--- src/rtl/rom_ref_error_gen.sv ---
// ROM-reference error generator.
// On each accepted sample tick, reads the next reference sample from an
// external synchronous ROM and presents e = vref - rom_data (saturated to
// OUT_W signed bits) over a valid/ready handshake.
//
// Ports:
//   clk, Rst_n        clock, asynchronous active-low reset
//   fs_tick           one-cycle sample strobe
//   enable            run request; low returns to IDLE and clears flags
//   one_shot, tab_len run mode and last table address, latched on IDLE->RUN
//   vref              reference offset, latched on each accepted tick
//   rom_addr          registered ROM address
//   rom_data          ROM read data, valid ROM_LAT cycles after the address
//   e_data, e_valid   signed error and its valid (held until e_ready)
//   e_ready           downstream accept
//   wrap              pulse on first e_valid cycle of the sample at tab_len
//   done              one-shot pass complete (level)
//   overrun           sticky: a tick arrived while a sample was in flight
module rom_ref_error_gen #(
    parameter int unsigned DATA_W  = 12,
    parameter int unsigned ADDR_W  = 10,
    parameter int unsigned ROM_LAT = 1,
    parameter int unsigned OUT_W   = 13
) (
    input  logic              clk,
    input  logic              Rst_n,
    input  logic              fs_tick,
    input  logic              enable,
    input  logic              one_shot,
    input  logic [ADDR_W-1:0] tab_len,
    input  logic [DATA_W-1:0] vref,
    output logic [ADDR_W-1:0] rom_addr,
    input  logic [DATA_W-1:0] rom_data,
    output logic [OUT_W-1:0]  e_data,
    output logic              e_valid,
    input  logic              e_ready,
    output logic              wrap,
    output logic              done,
    output logic              overrun
);

    localparam int unsigned DIFF_W = DATA_W + 1;

    typedef enum logic [1:0] {
        ST_IDLE = 2'd0,
        ST_RUN  = 2'd1,
        ST_DONE = 2'd2
    } state_e;

    state_e              state_q, state_d;
    logic                one_shot_q, one_shot_d;
    logic [ADDR_W-1:0]   tab_len_q, tab_len_d;
    logic [ADDR_W-1:0]   addr_q, addr_d;
    logic [DATA_W-1:0]   vref_q, vref_d;
    logic [ROM_LAT-1:0]  pipe_q, pipe_d;
    logic                last_q, last_d;
    logic                cap_vld_q, cap_vld_d;
    logic [DATA_W-1:0]   cap_q, cap_d;
    logic [OUT_W-1:0]    e_data_q, e_data_d;
    logic                e_valid_q, e_valid_d;
    logic                wrap_q, wrap_d;
    logic                done_q, done_d;
    logic                overrun_q, overrun_d;

    logic                busy_c;
    logic                xfer_c;
    logic                finish_c;
    logic                tick_c;
    logic                accept_c;
    logic                at_end_c;
    logic signed [DIFF_W-1:0] diff_c;
    logic [OUT_W-1:0]    sat_c;

    // Elaboration-time guard on the supported ROM latency range.
    generate
        if (ROM_LAT < 1 || ROM_LAT > 4) begin : g_bad_lat
            $error("rom_ref_error_gen: ROM_LAT must be 1..4");
        end
    endgenerate

    // Signed difference of two unsigned samples, one guard bit wide.
    assign diff_c = $signed({1'b0, vref_q}) - $signed({1'b0, cap_q});

    // Sign-extend when the output is wide enough, otherwise clamp.
    generate
        if (OUT_W >= DIFF_W) begin : g_ext
            assign sat_c = OUT_W'(diff_c);
        end else begin : g_sat
            localparam logic signed [DIFF_W-1:0] SAT_MAX =
                DIFF_W'((64'd1 << (OUT_W - 1)) - 64'd1);
            localparam logic signed [DIFF_W-1:0] SAT_MIN = ~SAT_MAX;
            always_comb begin
                sat_c = OUT_W'(diff_c);
                if (diff_c > SAT_MAX) begin
                    sat_c = OUT_W'(SAT_MAX);
                end else if (diff_c < SAT_MIN) begin
                    sat_c = OUT_W'(SAT_MIN);
                end
            end
        end
    endgenerate

    // A sample is in flight from its tick until its transfer; the transfer
    // cycle itself is free so back-to-back ticks at the minimum spacing work.
    assign busy_c   = (|pipe_q) | cap_vld_q | (e_valid_q & ~e_ready);
    assign xfer_c   = e_valid_q & e_ready;
    // The final one-shot transfer closes the pass; a tick on that cycle is
    // ignored so nothing starts or advances on the way into DONE.
    assign finish_c = (state_q == ST_RUN) & one_shot_q & xfer_c & last_q;
    assign tick_c   = fs_tick & (state_q == ST_RUN) & ~finish_c;
    assign accept_c = tick_c & ~busy_c;
    assign at_end_c = (addr_q == tab_len_q);

    // Next-state and datapath.
    always_comb begin
        state_d    = state_q;
        one_shot_d = one_shot_q;
        tab_len_d  = tab_len_q;
        addr_d     = addr_q;
        vref_d     = vref_q;
        pipe_d     = '0;
        last_d     = last_q;
        cap_vld_d  = pipe_q[ROM_LAT-1];
        cap_d      = cap_q;
        e_data_d   = e_data_q;
        e_valid_d  = e_valid_q;
        wrap_d     = 1'b0;
        done_d     = done_q;
        overrun_d  = overrun_q;

        // Tick tracker: one bit walks ROM_LAT stages alongside the ROM read.
        pipe_d[0] = accept_c;
        for (int unsigned i = 1; i < ROM_LAT; i++) begin
            pipe_d[i] = pipe_q[i-1];
        end

        if (pipe_q[ROM_LAT-1]) begin
            cap_d = rom_data;
        end

        if (xfer_c) begin
            e_valid_d = 1'b0;
        end
        if (cap_vld_q) begin
            e_valid_d = 1'b1;
            e_data_d  = sat_c;
            wrap_d    = last_q;
        end

        if (accept_c) begin
            vref_d = vref;
            last_d = at_end_c;
        end

        // Every tick in RUN advances the address, dropped or not, so the
        // table stays aligned with sample time.
        if (tick_c) begin
            if (busy_c) begin
                overrun_d = 1'b1;
            end
            addr_d = at_end_c ? '0 : addr_q + ADDR_W'(1);
        end

        unique case (state_q)
            ST_IDLE: begin
                if (enable) begin
                    state_d    = ST_RUN;
                    one_shot_d = one_shot;
                    tab_len_d  = tab_len;
                end
            end
            ST_RUN: begin
                if (finish_c) begin
                    state_d = ST_DONE;
                end
            end
            ST_DONE: begin
                state_d = ST_DONE;
            end
            default: begin
                state_d = ST_IDLE;
            end
        endcase

        done_d = (state_d == ST_DONE);

        // Dropping enable aborts everything on the same cycle.
        if (!enable) begin
            state_d   = ST_IDLE;
            addr_d    = '0;
            done_d    = 1'b0;
            overrun_d = 1'b0;
            pipe_d    = '0;
            cap_vld_d = 1'b0;
            e_valid_d = 1'b0;
            wrap_d    = 1'b0;
        end
    end

    // State and datapath registers.
    always_ff @(posedge clk or negedge Rst_n) begin
        if (!Rst_n) begin
            state_q    <= ST_IDLE;
            one_shot_q <= 1'b0;
            tab_len_q  <= '0;
            addr_q     <= '0;
            vref_q     <= '0;
            pipe_q     <= '0;
            last_q     <= 1'b0;
            cap_vld_q  <= 1'b0;
            cap_q      <= '0;
            e_data_q   <= '0;
            e_valid_q  <= 1'b0;
            wrap_q     <= 1'b0;
            done_q     <= 1'b0;
            overrun_q  <= 1'b0;
        end else begin
            state_q    <= state_d;
            one_shot_q <= one_shot_d;
            tab_len_q  <= tab_len_d;
            addr_q     <= addr_d;
            vref_q     <= vref_d;
            pipe_q     <= pipe_d;
            last_q     <= last_d;
            cap_vld_q  <= cap_vld_d;
            cap_q      <= cap_d;
            e_data_q   <= e_data_d;
            e_valid_q  <= e_valid_d;
            wrap_q     <= wrap_d;
            done_q     <= done_d;
            overrun_q  <= overrun_d;
        end
    end

    assign rom_addr = addr_q;
    assign e_data   = e_data_q;
    assign e_valid  = e_valid_q;
    assign wrap     = wrap_q;
    assign done     = done_q;
    assign overrun  = overrun_q;

endmodule

--- config.mk ---
export PLATFORM = sky130hd
export DESIGN_NAME = rom_ref_error_gen
export DESIGN_NICKNAME = d
export VERILOG_FILES = /design/src/rtl/rom_ref_error_gen.sv
export SDC_FILE = /design/constraint.sdc
export NUM_CORES = 1
export LEC_CHECK = 0
export CORE_UTILIZATION = 35
export DETAILED_ROUTE_END_ITERATION = 12
export PLACE_DENSITY = 0.64
export SYNTH_ARGS = -nofsm -noshare
export SYNTH_HDL_FRONTEND = slang
export SYNTH_SLANG_ARGS = --single-unit
--- constraint.sdc ---
create_clock -name clk -period 2.28 [get_ports clk]
set_input_delay 0.456 -clock clk [delete_from_list [all_inputs] [get_ports clk]]
set_output_delay 0.456 -clock clk [all_outputs]
set_load 0.02 [all_outputs]
==> results.json <==
{
  "status": "completed",
  "place_inst": 520,
  "power.share.clock": 0.256,
  "ys_ff_latch": 67,
  "cts_sinks": 67,
  "finalNetCount": 456,
  "io_buffers": 66,
  "fill_cells": 893,
  "synth.avg_cell_area_um2": 10.3,
  "synthCells": 328,
  "cts_hold_buffers": 0,
  "route.antenna.remaining_nets": 0,
  "grt_pass1_wl_um": 12600,
  "synth_top_area_frac": 0.497,
  "required_ps": 2510,
  "grt-ovfl-total": 0,
  "critPathSlowestCell": "fa_1",
  "drc": 0,
  "dr.pass1.iters": 4,
  "synth_area_leader_cell": "dfrtp_1",
  "insertion_delay_ps": 340,
  "fmaxAchievable_mhz": 464,
  "cts_tree": "done",
  "dieHeight_um": 100,
  "grt_util_all_layers": 0.158,
  "gp_congestion": 0.791,
  "synth-edff-count": 0,
  "syn-num-nets": 382,
  "fin_setup_tns_ps": 0,
  "die-area_um2": 10000,
  "tightest_slew_ps": 449,
  "drive_above_1_share": 0.145,
  "timing.critical_path.from": "vref_q[0]",
  "power_leakage_nw": 1.91,
  "fin_skew_ps": 8.39,
  "path_class": "reg -> reg",
  "grt_pass1_vias": 2728,
  "power_density_nw_per_um2": 976,
  "wirelength_um": 7530,
  "finalHoldViolCount": 0,
  "num_rows": 35,
  "dr_total_vias": 2622,
  "synth_area_um2": 3370,
  "vias_per_cell": 4.89,
  "cts_max_level": 3,
  "antenna_found_initial": 0,
  "grt_start_max_net_pins": 68,
  "drt_iter0_drc": 62,
  "cts_buffers": 9,
  "min_path_type": "in -> async",
  "finish.utilization": 0.479,
  "crit_fanout": 3,
  "start_util": 0.363,
  "cts_setup_buffers": 0,
  "p_switching_w": 0.00144,
  "p_seq_frac": 0.370,
  "combPwrFrac": 0.374,
  "worst_hold_slack_ps": 123,
  "antenna_cells": 0,
  "die_w_um": 100,
  "ir_drop_uv": 352,
  "cts-root-buf": "clkbuf_8",
  "final_common_cell": "dfrtp_1",
  "core_um2": 9280,
  "setup_viol": 0,
  "seq_area_frac_synth": 0.497,
  "syn2layout_area_growth_pct": 31.8,
  "slowest_delay_ps": 410,
  "synth.distinct_cells": 45,
  "worst_setup_path_start_kind": "register",
  "ys_top_cells_by_area": "dfrtp_1 (50%), mux2_2 (6.3%), o21ai_0 (4.9%), ha_1 (4.8%), nand2_1 (4.3%)",
  "ios": 67,
  "min_period_ps": 2150,
  "max_cap_viol_count": 0,
  "worstReg2RegStart": "vref_q[0]",
  "ys.flop_type": "dfrtp_1",
  "synth_warnings": 0,
  "period_share": 0.944,
  "p_int_w": 0.00290,
  "mostFrequentLayoutCells": "dfrtp_1 (67), clkdlybuf4s50_1 (65), nand2_1 (39), o21ai_0 (33), a21oi_1 (20)",
  "clk_pin_slew_ps": 70,
  "rsz0062_at_grt": "no",
  "cp.arrival_ps": 2380,
  "final_cells": 536,
  "crit_chain": "inv_1 > ha_1 > fa_1 > nor2b_1 > o2111ai_1 > a32oi_2 > a311oi_1 > a221o_1",
  "slew_headroom": 0.700,
  "switching_share": 0.331,
  "wire_per_inst_um": 14.1,
  "slew_viol_final": 0,
  "crit_path_end_kind": "register",
  "async_flop_share": 1.00,
  "clockBufferDepth": 2,
  "dp_hpwl_um": 5430
}
## flip-flops by register name, summed over array words and instances, names as in the netlist, 2 cells and up
| register | flops |
|---|---|
| tab_len_q | 10 |
| state_q | 2 |
| cap_q | 12 |
| rom_addr | 10 |
| vref_q | 12 |
| e_data | 13 |
## cell type report
type / instances / area, um^2 / share of cell area
Sequential cell: 67 / 1680 / 0.377
Clock inverter: 6 / 88.8 / 0.0200
Clock buffer: 10 / 138 / 0.0310
Timing Repair Buffer: 76 / 743 / 0.167
Inverter: 18 / 67.6 / 0.0152
Multi-Input combinational cell: 230 / 1570 / 0.353
Tap cell: 129 / 161 / 0.0363
## per-stage QoR
step	setup WS, ps	area (um^2)	total power (W)
global placement	144	4210	0.00320
CTS	69.6	4440	0.00437
global route	3.58	4450	0.00461
floorplan	211	3370	0.00265
detailed placement	85.4	4210	0.00324
finish	127	4450	0.00434
## per-layer routing
layer	part of all wire	global-route usage
met5	0	0
met1	0.45	0.193
met2	0.49	0.275
met4	0.0076	0.0435
met3	0.049	0.0432
## critical path: cells and delay by family, from the launching register on
| kind | cells | cell delay (ps) |
|---|---|---|
| DFF | 1 | 340 |
| adders and majority gates | 2 | 620 |
| and+or+nand+nor | 1 | 170 |
| AOI/OAI and AO/OA | 4 | 860 |
| buffers and inverters | 1 | 40 |
## path summary, 6_finish.rpt
check | to | slack (ps) | depth (start not counted)
min | cap_q[4] | 120 | 2
max | e_data[10] | 130 | 8
min reg2reg | e_data[1] | 500 | 2
max in group asynchronous | state_q[1] | 1880 | 2
min in group clk | e_data[1] | 500 | 2
max reg2reg | e_data[10] | 130 | 8
## kinds of logic after synthesis
kind of cell / share of synthesized area
adders and majority gates: 0.0542
AOI/OAI and AO/OA: 0.135
xor gates and xnor gates: 0.0389
muxes: 0.0946
and+or+nand+nor: 0.141
buffers and inverters: 0.0393
DFF: 0.497
## cell usage after synthesis, types with 2 or more instances
cell type,number
buf_6,2
xor2_1,11
o21a_1,4
and3_1,3
o2111ai_1,2
or3_1,2
a21oi_1,20
and2_1,4
o21ai_0,33
xnor2_1,4
nor2b_1,4
nor3_1,6
a21o_1,2
o31ai_1,2
nand2b_1,4
nand3_1,5
clkbuf_1,10
o311ai_0,2
mux2_4,7
dfrtp_1,67
nand4_1,4
nor2_1,19
mux2_2,19
a211oi_1,2
ha_1,13
nor4_1,4
nand2_1,39
inv_1,17
## repair_timing
item                       in CTS  in global routing
gates resized for setup         0                  1
hold endpoints to repair        0                  0
setup endpoints to repair       0                  3
## power groups by stage
| stage | clock (W) | sequential, W | combinational, W |
|---|---|---|---|
| floorplan | 0 | 0.00173 | 0.000918 |
| global placement | 0 | 0.00162 | 0.00158 |
| detailed placement | 0 | 0.00163 | 0.00161 |
| CTS | 0.00114 | 0.00161 | 0.00162 |
| global route | 0.00118 | 0.00164 | 0.00179 |
| finish | 0.00111 | 0.00160 | 0.00162 |
No activity file was read; power rests on OpenSTA's default activity.
